## config.mk

```make
export PLATFORM = sky130hd
export DESIGN_NAME = distribution_demux
export DESIGN_NICKNAME = d
export VERILOG_FILES = /design/src/rtl/dist_pkg.sv /design/src/rtl/dist_fifo.sv /design/src/rtl/distribution_demux.sv
export SDC_FILE = /design/constraint.sdc
export NUM_CORES = 1
export LEC_CHECK = 0
export BUFFER_PORTS_ARGS = -buffer_cell sky130_fd_sc_hd__buf_2
export CORE_MARGIN = 5
export CORE_UTILIZATION = 55
export CTS_BUF_LIST = sky130_fd_sc_hd__clkbuf_4 sky130_fd_sc_hd__clkbuf_8 sky130_fd_sc_hd__clkbuf_16
export DETAILED_ROUTE_END_ITERATION = 10
export PLACE_DENSITY = 0.79
export REMOVE_ABC_BUFFERS = 1
export SLEW_MARGIN = 0
export SYNTH_ARGS = -nofsm -noshare
export SYNTH_HDL_FRONTEND = slang
export SYNTH_HIERARCHICAL = 1
export SYNTH_SLANG_ARGS = --single-unit
```

## constraint.sdc

```tcl
create_clock -name clk -period 5.8 [get_ports clk]
set_clock_uncertainty 0.15 [all_clocks]
set_input_delay 0.29 -clock clk [delete_from_list [all_inputs] [get_ports clk]]
set_output_delay 0.29 -clock clk [all_outputs]
set_load 0.05 [all_outputs]
```

## src/rtl/dist_pkg.sv

```systemverilog
// Shared constants for the distribution tree nodes: destination masks and output indices.
package dist_pkg;

    localparam logic [1:0] SEL_NONE  = 2'b00;
    localparam logic [1:0] SEL_LEFT  = 2'b01;
    localparam logic [1:0] SEL_RIGHT = 2'b10;
    localparam logic [1:0] SEL_BOTH  = 2'b11;

    localparam int LEFT  = 0;
    localparam int RIGHT = 1;

endpackage

```

## src/rtl/dist_fifo.sv

```systemverilog
// Small per-child FIFO for the distribution node; head word is presented registered-only.
module dist_fifo #(
    parameter int W     = 16,
    parameter int DEPTH = 2
) (
    input  logic         clk,
    input  logic         rst_n,
    input  logic         push,
    input  logic [W-1:0] din,
    input  logic         pop,
    output logic [W-1:0] dout,
    output logic         empty,
    output logic         full
);

    localparam int AW = (DEPTH > 1) ? $clog2(DEPTH) : 1;

    logic [W-1:0]  mem_q [DEPTH];
    logic [W-1:0]  mem_d [DEPTH];
    logic [AW-1:0] wr_ptr_q, wr_ptr_d;
    logic [AW-1:0] rd_ptr_q, rd_ptr_d;
    logic [AW:0]   count_q, count_d;
    logic          do_push, do_pop;

    assign empty = (count_q == '0);
    // full comes from registered state only, so a pop never frees space in the same cycle
    assign full  = (count_q == (AW+1)'(DEPTH));
    assign dout  = empty ? '0 : mem_q[rd_ptr_q];

    always_comb begin
        do_push  = push && !full;
        do_pop   = pop && !empty;
        mem_d    = mem_q;
        wr_ptr_d = wr_ptr_q;
        rd_ptr_d = rd_ptr_q;
        count_d  = count_q;
        if (do_push) begin
            mem_d[wr_ptr_q] = din;
            wr_ptr_d        = wr_ptr_q + 1'b1;
        end
        if (do_pop) begin
            rd_ptr_d = rd_ptr_q + 1'b1;
        end
        case ({do_push, do_pop})
            2'b10:   count_d = count_q + 1'b1;
            2'b01:   count_d = count_q - 1'b1;
            default: count_d = count_q;
        endcase
    end

    always_ff @(posedge clk or negedge rst_n) begin
        if (!rst_n) begin
            for (int i = 0; i < DEPTH; i++) begin
                mem_q[i] <= '0;
            end
            wr_ptr_q <= '0;
            rd_ptr_q <= '0;
            count_q  <= '0;
        end else begin
            mem_q    <= mem_d;
            wr_ptr_q <= wr_ptr_d;
            rd_ptr_q <= rd_ptr_d;
            count_q  <= count_d;
        end
    end

endmodule

```

## src/rtl/distribution_demux.sv

```systemverilog
// Registered 1-to-2 distribution node: routes each accepted word to left, right, both or neither,
// with an independent FIFO per child and a saturating count of dropped words.
module distribution_demux
    import dist_pkg::*;
#(
    parameter int W     = 16,
    parameter int DEPTH = 2,
    parameter int CNT_W = 16
) (
    input  logic             clk,
    input  logic             rst_n,
    input  logic [W-1:0]     i_data,
    input  logic [1:0]       i_sel,
    input  logic             i_valid,
    output logic             o_ready,
    output logic [2*W-1:0]   o_data,
    output logic [1:0]       o_valid,
    input  logic [1:0]       i_ready,
    output logic [CNT_W-1:0] o_drop_cnt
);

    logic [1:0]       full, empty, push, pop;
    logic             fire;
    logic [CNT_W-1:0] drop_cnt_q, drop_cnt_d;

    // Multicast waits for space in both FIFOs; ready never looks at i_ready.
    assign o_ready    = (!i_sel[LEFT]  || !full[LEFT]) &&
                        (!i_sel[RIGHT] || !full[RIGHT]);
    assign fire       = i_valid && o_ready;
    assign push       = {2{fire}} & i_sel;
    assign o_valid    = ~empty;
    assign pop        = o_valid & i_ready;
    assign o_drop_cnt = drop_cnt_q;

    always_comb begin
        drop_cnt_d = drop_cnt_q;
        if (fire && (i_sel == SEL_NONE) && (drop_cnt_q != '1)) begin
            drop_cnt_d = drop_cnt_q + 1'b1;
        end
    end

    always_ff @(posedge clk or negedge rst_n) begin
        if (!rst_n) begin
            drop_cnt_q <= '0;
        end else begin
            drop_cnt_q <= drop_cnt_d;
        end
    end

    for (genvar k = 0; k < 2; k++) begin : g_out
        dist_fifo #(
            .W     (W),
            .DEPTH (DEPTH)
        ) u_fifo (
            .clk   (clk),
            .rst_n (rst_n),
            .push  (push[k]),
            .din   (i_data),
            .pop   (pop[k]),
            .dout  (o_data[k*W +: W]),
            .empty (empty[k]),
            .full  (full[k])
        );
    end

endmodule

```

==> results of run 1 <==
layer usage:
| layer | share of wire (%) | track usage (%) | routed length (um) |
|---|---|---|---|
| met3 | 6.4 | 4.604 | 513 |
| met5 | 0 | 0 | 0 |
| met1 | 46 | 24.39 | 3701 |
| met4 | 0.99 | 6.479 | 79 |
| met2 | 46 | 28.03 | 3678 |
synth_stat cells:
library cell	n	area, um^2
dfrtp_1	88	2202
mux2_2	66	743.2
nor2_1	39	146.4
mux2i_1	32	320.3
xor2_1	18	157.7
nand2_1	9	33.78
buf_2	7	35.03
nor3_1	7	35.03
xnor2_1	6	52.55
and3_1	5	31.28
nand3_1	5	25.02
nor2b_1	4	25.02
buf_6	3	33.78
ha_1	3	37.54
nand4_1	3	18.77
nor4_2	3	37.54
and2_1	2	12.51
buf_4	2	15.01
clkbuf_1	2	7.510
inv_1	2	7.510
inv_2	2	7.510
nand2b_4	2	27.53
nor3b_4	2	37.54
a22oi_1	1	7.510
and3_2	1	7.510
and4_1	1	8.760
and4_4	1	11.26
and4bb_4	1	16.27
nand4_4	1	21.27
nor3b_1	1	7.510
nor4_1	1	6.260
nor4_4	1	21.27
nor4b_1	1	8.760
logic make-up (layout without fill, tap and decap cells):
group                      count (synthesis)  in the layout  share of synthesized area [%]
DFF                                       88             88                          52.85
AOI/OAI and AO/OA                          1              1                         0.1802
adders and majority gates                  3              3                         0.9010
buffers and inverters                     18             95                          2.553
xor gates and xnor gates                  24             24                          5.045
muxes                                     98             98                          25.53
and+or+nand+nor                           90             90                          12.94
worst min-delay path by stage:
stage                                     startpoint                                endpoint  depth (start not counted)
after floorplan                                rst_n  g_out[0].u_fifo/count_q[0]$_DFFE_PN0P_                          0
after global placement    o_drop_cnt[15]$_DFFE_PN0P_              o_drop_cnt[15]$_DFFE_PN0P_                          1
after detailed placement   o_drop_cnt[6]$_DFFE_PN0P_               o_drop_cnt[6]$_DFFE_PN0P_                          1
after CTS                                      rst_n    g_out[1].u_fifo/mem_q[8]$_DFFE_PN0P_                          1
after global routing                      i_data[15]   g_out[0].u_fifo/mem_q[15]$_DFFE_PN0P_                          2
final                                          rst_n   g_out[1].u_fifo/mem_q[24]$_DFFE_PN0P_                          1
registers in the layout, indices dropped and copies added (netlist names):
signal / flops
g_out.u_fifo/count_q: 4
g_out.u_fifo/mem_q: 64
g_out.u_fifo/rd_ptr_q: 2
g_out.u_fifo/wr_ptr_q: 2
o_drop_cnt: 16
metrics by stage:
stage | std cells | hold slack (ps) | worst slack [ps]
finish | 498 | -36.11 | 3254
global route | 498 | 48.32 | 3043
CTS | 498 | 10.42 | 3208
detailed placement | 482 | 340.3 | 3228
global placement | 482 | 326.5 | 3340
floorplan | 308 | -155.6 | 2837
final cells by class:
cell class              count  area [um^2]  area share, %
repair buffers             75        382.9          8.006
multi-input cells         216         1858          38.85
well taps                  99        123.9          2.590
inverters                   4        15.01         0.3140
clock buffers              10        131.4          2.747
clock inverters             6        68.82          1.439
flip-flops and latches     88         2202          46.05
cell usage in the layout (no fill, tap or decap), types with 2 or more instances in the layout:
| cell | count |
|---|---|
| xor2_1 | 18 |
| nand4_1 | 3 |
| nor2b_1 | 4 |
| dfrtp_1 | 88 |
| xnor2_1 | 6 |
| buf_2 | 72 |
| clkbuf_8 | 9 |
| ha_1 | 3 |
| nand2_1 | 9 |
| buf_4 | 3 |
| nand3_1 | 5 |
| clkinv_4 | 2 |
| nor3_1 | 7 |
| inv_2 | 2 |
| nor2_1 | 39 |
| and3_1 | 5 |
| nor3b_4 | 2 |
| nor4_2 | 3 |
| mux2i_1 | 32 |
| inv_1 | 2 |
| nand2b_4 | 2 |
| mux2_2 | 66 |
| and2_1 | 2 |
==> results.md, run 1 <==
- Diode count: 0
- Nets: 420
- Reg-to-reg slack, setup: 3250 ps
- CP startpoint: g_out[0].u_fifo/count_q[0]$_DFFE_PN0P_
- Initial antenna violation count: 0
- Setup bufs post-CTS: 0
- Core Box Area: 7331 um^2
- Final hold slack: -36.11 ps
- Layout cell share with drive strength beyond 1: 42.86%
- Vias in the first global route: 2840
- Filler Cells Inserted: 570
- Final hold vios: 15
- Setup crit end kind: flop
- RSZ-0062 raised after global routing: false
- Period utilization: 43.90%
- Antenna violation net count after detailed routing: 0
- Crit-path slowest cell: nor3b_4
- Worst-path clk slew: 90 ps
- Via count: 2656
- Synthesized area per cell: 12.94 um^2
- Req. time, crit path: 5880 ps
- Via density: 5.333
- Crit-path cells: nand2b_4 > inv_2 > a22oi_1 > and3_1 > nor3b_4 > mux2_2
- Maxcap violations: 0
- Post_cts resized: 0
- Origin of the critical flop-to-flop path: g_out[0].u_fifo/count_q[0]$_DFFE_PN0P_
- Tightest Pin Transition: 1068 ps
- GP Congestion: 0.7604
- Fin. max-slew vios: 0
- Htree depth: 3
- Initial Utilization: 56.84%
- CP Launch Type: flop
- Layout area overhead: 14.77%
- Synth cell types: 33
- Hpwl dp: 5519 um
- First-pass GRT wire length: 13800 um
- Synthesized flop and latch total: 88
- Outcome: complete, but fails checks
- Utilization after layout: 65.23%
- Syn Inst Count: 322
- Maximum fanout along the worst path: 16
- YS warnings: 6
- Worst Hold Class: primary input to async pin
- Worst reg2reg endpoint: g_out[1].u_fifo/mem_q[30]$_DFFE_PN0P_
- Worst Setup EP: g_out[1].u_fifo/mem_q[30]$_DFFE_PN0P_
- Full die area: 9416 um^2
- R2r worst-path depth: 6
- Failing checks: hold timing
- Worst skew pair latency: 350 ps
- Total track usage: 17.99%
- Io pins: 74
- WL/cell: 16.01 um
- Crit path DAT: 2630 ps
- Worst path max stage delay: 770 ps
- Slew HR: 28.81%
- Drt first pass iters: 5
- Hold-fix buffers at CTS: 0
- Root Buffer Master: clkbuf_8
- Setup TNS: 0 ps
- DRC Markers: 0
- Final worst path period need: 2546 ps
- CTS Buf Count: 9
- Design Area, Final: 4782 um^2
- Netlist Area Pre-Place: 4166 um^2
- Crit path depth: 6
- Port-buffer cells: 73
- Final Setup Violations: 0
- Worst Path Buf+Inv: 1
- Total Routed Length: 7972 um
- Area post-placement: 4582 um^2
- Worst Setup Path Type: flop to flop
- Die H: 97.04 um
- Critical path's top delay family: simple AND/OR/NAND/NOR gates
- CTS tree: built
- CTS sink cnt: 88
- Die Span X: 97.04 um
- Seq/Total Area, Yosys: 52.85%
- Largest net degree at the start of global routing: 89
- Rows: 31
- First DRT Iteration DRCs: 78
- Total gr overflow: 0
- Clock Path Buffers: 2
- FMAX: 392.8 MHz
Power of run 1 is left out: the tool's default activity adds up to more than one toggle a clock period on the data nets, which glitch-free logic cannot reach.
==> run 2: changes to the inputs <==
- clock period: 5.8 -> 2.6 ns (I/O delays scaled with it)
==> run 2 against run 1 <==
The run now ends clean. Routed wire length grew 6.9%. Global-route usage increased by 0.98 points. Final cell count increased by 5.0%. Worst setup slack worse by 2900 ps. Sequential cell count stayed put. Critical path depth decreased by 2. Critical endpoint is now o_data[26]. Non-clock buffer count up 25. Design area grew 6.1%.
==> results.md, run 2 (same netlist as run 1, synthesis figures left out) <==
- Port-buffer cells: 73 (unchanged)
- Full die area: 9416 um^2 (unchanged)
- Setup crit end kind: output pin
- RSZ-0062 raised after global routing: false
- GP Congestion: 0.7785 (+2.4%)
- Worst skew pair latency: 340 ps (about the same)
- Initial antenna violation count: 0 (unchanged)
- Die Span X: 97.04 um (unchanged)
- Die H: 97.04 um (unchanged)
- Reg-to-reg slack, setup: 420 ps (-2830 ps)
- Slew HR: 50.50% (+22 points)
- Root Buffer Master: clkbuf_8
- Layout cell share with drive strength beyond 1: 42.22% (-0.64 points)
- Final hold slack: 113.9 ps (+150.0 ps)
- WL/cell: 16.30 um (+1.8%)
- R2r worst-path depth: 7 (+1)
- Filler Cells Inserted: 520 (-8.8%)
- Drt first pass iters: 6 (+1)
- Period utilization: 86.24%
- Io pins: 74 (unchanged)
- Htree depth: 3 (unchanged)
- Worst path max stage delay: 830 ps (+60 ps)
- Reg with most FFs: g_out.u_fifo/mem_q
- Total track usage: 18.97% (+0.98 points)
- Diode count: 0 (unchanged)
- CP Launch Type: flop
- Maxcap violations: 0 (unchanged)
- FMAX: 446.0 MHz
- Area post-placement: 4654 um^2 (+1.6%)
- Rows: 31 (unchanged)
- First DRT Iteration DRCs: 88 (+13%)
- Vias in the first global route: 2957 (+4.1%)
- Post_cts resized: 0 (unchanged)
- Origin of the critical flop-to-flop path: g_out[0].u_fifo/count_q[0]$_DFFE_PN0P_
- Commonest non-fill, non-tap cell in the layout: dfrtp_1
- Fin. max-slew vios: 0 (unchanged)
- Antenna violation net count after detailed routing: 0 (unchanged)
- Clock Path Buffers: 2 (unchanged)
- Hold_sp: i_sel[1]
- Final worst path period need: 2242 ps
- Crit-path slowest cell: dfrtp_1
- Worst Setup Path Type: flop to output pin
- Core Box Area: 7331 um^2 (unchanged)
- CTS sink cnt: 88 (unchanged)
- Worst Setup EP: o_data[26]
- Tightest Pin Transition: 742.5 ps (-325.3 ps)
- Outcome: finished, final reports clean
- Area occupied by multi-input gates: 1858 um^2 (unchanged)
- Worst Hold Class: primary input to flop
- CTS Buf Count: 9 (unchanged)
- Design Area, Final: 5076 um^2 (+6.1%)
- DRC Markers: 0 (unchanged)
- Setup bufs post-CTS: 0 (unchanged)
- Final Setup Violations: 0 (unchanged)
- Via density: 5.327 (-0.12%)
- Worst-path clk slew: 90 ps (about the same)
- Crit path DAT: 1960 ps (-670 ps)
- Worst reg2reg endpoint: g_out[0].u_fifo/mem_q[19]$_DFFE_PN0P_
- Final hold vios: 0 (-15)
- Nets: 445 (+6.0%)
- First-pass GRT wire length: 14600 um (+5.8%)
- Max reg flops: 64 (unchanged)
- Layout area overhead: 21.83%
- Via count: 2786 (+4.9%)
- Hpwl dp: 5739 um (+4.0%)
- Total Routed Length: 8526 um (+6.9%)
- Crit path depth: 4 (-2)
- CTS tree: built
- Largest net degree at the start of global routing: 46 (-48%)
- Commonest non-fill, non-tap cells in the layout: dfrtp_1 (88), buf_2 (72), mux2_2 (66)
- Req. time, crit path: 2320 ps (-3560 ps)
- Maximum fanout along the worst path: 13 (-3)
- Worst Path Buf+Inv: 2 (+1)
- Register Area: 2202 um^2 (unchanged)
- Total gr overflow: 0 (unchanged)
- Initial Utilization: 56.84% (unchanged)
- Crit-path cells: buf_4 > mux2i_1 > nor2_1 > buf_2
- Critical path's top delay family: flip-flops
- CP startpoint: g_out[1].u_fifo/rd_ptr_q$_DFFE_PN0P_
-- run 2: per-layer routing --
metal | vias to the layer above | share of wire, % | track usage, %
met5 | - | 0 | 0
met4 | 0 | 0.76 | 6.156
li1 | 1310 | - | -
met2 | 68 | 49 | 31.53
met3 | 6 | 4.8 | 4.460
met1 | 1402 | 46 | 24.52
-- run 2: worst register-to-register path, delay by kind of cell (launching register included) --
| kind | cells | cell delay, ps |
|---|---|---|
| AND/OR/NAND/NOR | 3 | 560 |
| flip-flops | 1 | 420 |
| AO/OA/AOI/OAI | 1 | 230 |
| buffers and inverters | 2 | 330 |
| multiplexers | 1 | 370 |
-- run 2: worst min-delay path by stage --
stage / cells past startpoint / slack (ps) / endpoint
after floorplan: 0 / -320 / g_out[0].u_fifo/count_q[0]$_DFFE_PN0P_
after global placement: 1 / 20 / g_out[0].u_fifo/mem_q[8]$_DFFE_PN0P_
after detailed placement: 1 / 20 / g_out[0].u_fifo/mem_q[8]$_DFFE_PN0P_
after CTS: 4 / 90 / g_out[1].u_fifo/wr_ptr_q$_DFFE_PN0P_
after global routing: 4 / 140 / g_out[1].u_fifo/wr_ptr_q$_DFFE_PN0P_
final: 4 / 110 / g_out[1].u_fifo/wr_ptr_q$_DFFE_PN0P_
-- run 2: area by class of cell --
| cell class | count | area share (%) |
|---|---|---|
| sequential | 88 | 43.38 |
| tap | 99 | 2.440 |
| multi-input combinational | 216 | 36.60 |
| timing repair buffer | 100 | 12.32 |
| clock inverter | 6 | 2.243 |
| clock buffer | 10 | 2.711 |
| inverter | 4 | 0.2958 |
-- run 2: repair_timing --
action                                 4_1_cts  5_1_grt
endpoints found under the hold margin      108        0
setup endpoints to repair                    0        0
hold buffers                                17        0
-- run 2: metrics by stage --
step	setup slack [ps]	setup TNS [ps]	utilization [%]	cells
2_1_floorplan	-363.3	-21820	-	308
3_3_place_gp	509.3	0	63.49	490
3_5_place_dp	445.2	0	63.49	490
4_1_cts	323.2	0	69.24	523
5_1_grt	232.8	0	69.24	523
6_report	357.7	0	69.24	523
Power of run 2 is left out for the same reason.
==> run 3: changes to the inputs <==
- CORE_MARGIN: 5 -> default
- CTS_CLUSTER_DIAMETER: default -> 60
- GPL_ROUTABILITY_DRIVEN: default -> 0
==> run 3 against run 2 <==
Core utilization grew 0.28 points. Largest cell class unchanged. Design area shrank 0.12%. Highest routed layer unchanged. Final cell count grew 0.19%. Sequential cell count is the same. Via count shrank 1.1%. Die area shrank 16%.
==> results.md, run 3 (same netlist as run 1, synthesis figures left out) <==
- Outcome: finished, final reports clean
- First-pass GRT wire length: 13270 um (-9.1%)
- Total track usage: 22.69% (+3.7 points)
- Root Buffer Master: clkbuf_8
- Max reg flops: 64 (unchanged)
- DRC Markers: 0 (unchanged)
- Setup bufs post-CTS: 0 (unchanged)
- Die Span X: 89.04 um (-8.2%)
- Die H: 89.04 um (-8.2%)
- Req. time, crit path: 2680 ps (+360 ps)
- Final worst slack: 402.8 ps (+45.15 ps)
- CP Launch Type: flop
- Drt first pass iters: 4 (-2)
- Commonest non-fill, non-tap cells in the layout: dfrtp_1 (88), buf_2 (72), mux2_2 (66)
- Hpwl dp: 5481 um (-4.5%)
- WL/cell: 15.72 um (-3.6%)
- Layout cell share with drive strength beyond 1: 42.12% (-0.099 points)
- Layout area overhead: 21.68%
- Full die area: 7927 um^2 (-16%)
- FMAX: 455.1 MHz (+2.1%)
- Via density: 5.256 (-1.3%)
- Final hold vios: 0 (unchanged)
- Hold-fix buffers at CTS: 18 (+1)
- Io pins: 74 (unchanged)
- Met2 Use GR: 37.97% (+6.4 points)
- Htree depth: 3 (unchanged)
- Gr busiest metal: met2
- Diode count: 0 (unchanged)
- Clock Path Buffers: 2 (unchanged)
- Worst Setup Path Type: flop to flop
- Slew HR: 57.55% (+7.1 points)
- Rows: 31 (unchanged)
- Nets: 446 (+0.22%)
- Worst Hold Class: primary input to flop
- M3 GR Usage: 3.878% (-0.58 points)
- Antenna violation net count after detailed routing: 0 (unchanged)
- Initial antenna violation count: 0 (unchanged)
- Crit path DAT: 2280 ps (+320 ps)
- Pre-CTS setup slack: 416.1 ps (-29.06 ps)
- Vias in the first global route: 2685 (-9.2%)
- Final Setup Violations: 0 (unchanged)
- Core Box Area: 7292 um^2 (-0.53%)
- Period utilization: 84.51% (-1.7 points)
- CTS sink cnt: 88 (unchanged)
- Worst skew pair latency: 350 ps (about the same)
- First DRT Iteration DRCs: 139 (+58%)
- Maxcap violations: 0 (unchanged)
- Fin. max-slew vios: 0 (unchanged)
- Maximum fanout along the worst path: 16 (+3)
- Post_cts resized: 0 (unchanged)
- Port-buffer cells: 73 (unchanged)
- Commonest non-fill, non-tap cell in the layout: dfrtp_1
- CTS tree: built
- Total gr overflow: 0 (unchanged)
- RSZ-0062 raised after global routing: false
- Tightest Pin Transition: 635.2 ps (-107.3 ps)
- Global routing met1 resource utilization: 29.19% (+4.7 points)
- Largest net degree at the start of global routing: 77 (+67%)
- Reg with most FFs: g_out.u_fifo/mem_q
- CTS Buf Count: 9 (unchanged)
- Via count: 2754 (-1.1%)
- Worst-path clk slew: 90 ps (about the same)
- Initial Utilization: 57.14% (+0.30 points)
- Setup crit end kind: flop
- Total Routed Length: 8237 um (-3.4%)
- Final worst path period need: 2197 ps (-45.15 ps)
run 3: cell types whose count changed in the layout (fill, tap and decap cells not counted):
cell,previous run,this run
clkinvlp_4,2,0
bufinv_16,3,2
clkinv_4,0,1
dlygate4sd3_1,17,18
inv_6,1,2
inv_8,0,1
run 3: per-stage QoR:
step                instance area (um^2)  hold WS (ps)  TNS (ps)  cells  utilization [%]
finish                              5070         122.0         0    524            69.53
CTS                                 5070         112.2         0    524            69.53
global route                        5070         134.2         0    524            69.53
floorplan                           4075        -315.6    -21820    308                -
detailed placement                  4654        -161.0         0    490            63.83
global placement                    4654        -161.6         0    490            63.83
run 3: worst max-delay path: stages (launching register included):
cell	delay [ps]
dfrtp_1	430
nand2b_4	160
inv_2	50
a22oi_1	220
and3_1	240
nor3b_4	180
buf_4	270
mux2_2	370
run 3: final timing paths:
check                                                             end                                    from  cells past startpoint  slack [ps]
max in group asynchronous       g_out[1].u_fifo/mem_q[14]$_DFFE_PN0P_                                   rst_n                      3        1220
worst min register to register              o_drop_cnt[6]$_DFFE_PN0P_               o_drop_cnt[6]$_DFFE_PN0P_                      1         350
min in group asynchronous        g_out[1].u_fifo/mem_q[2]$_DFFE_PN0P_                                   rst_n                      3         190
worst max register to register  g_out[0].u_fifo/mem_q[21]$_DFFE_PN0P_  g_out[0].u_fifo/count_q[0]$_DFFE_PN0P_                      7         400
worst min-delay path             g_out[0].u_fifo/wr_ptr_q$_DFFE_PN0N_                                i_sel[0]                      4         120
worst max-delay path            g_out[0].u_fifo/mem_q[21]$_DFFE_PN0P_  g_out[0].u_fifo/count_q[0]$_DFFE_PN0P_                      7         400
run 3: final cells by class:
type / count / area, um^2
Clock inverter: 6 / 97.59
Tap cell: 99 / 123.9
Inverter: 4 / 15.01
Sequential cell: 88 / 2202
Timing Repair Buffer: 101 / 635.6
Fill cell: 539 / 2222
Clock buffer: 10 / 137.6
Multi-Input combinational cell: 216 / 1858
run 3: routing by layer:
metal	wire length (um)	share of wire [%]
met1	3706	45
met4	187	2.3
met3	291	3.5
met5	0	0
met2	4051	49
Power of run 3 is left out for the same reason.
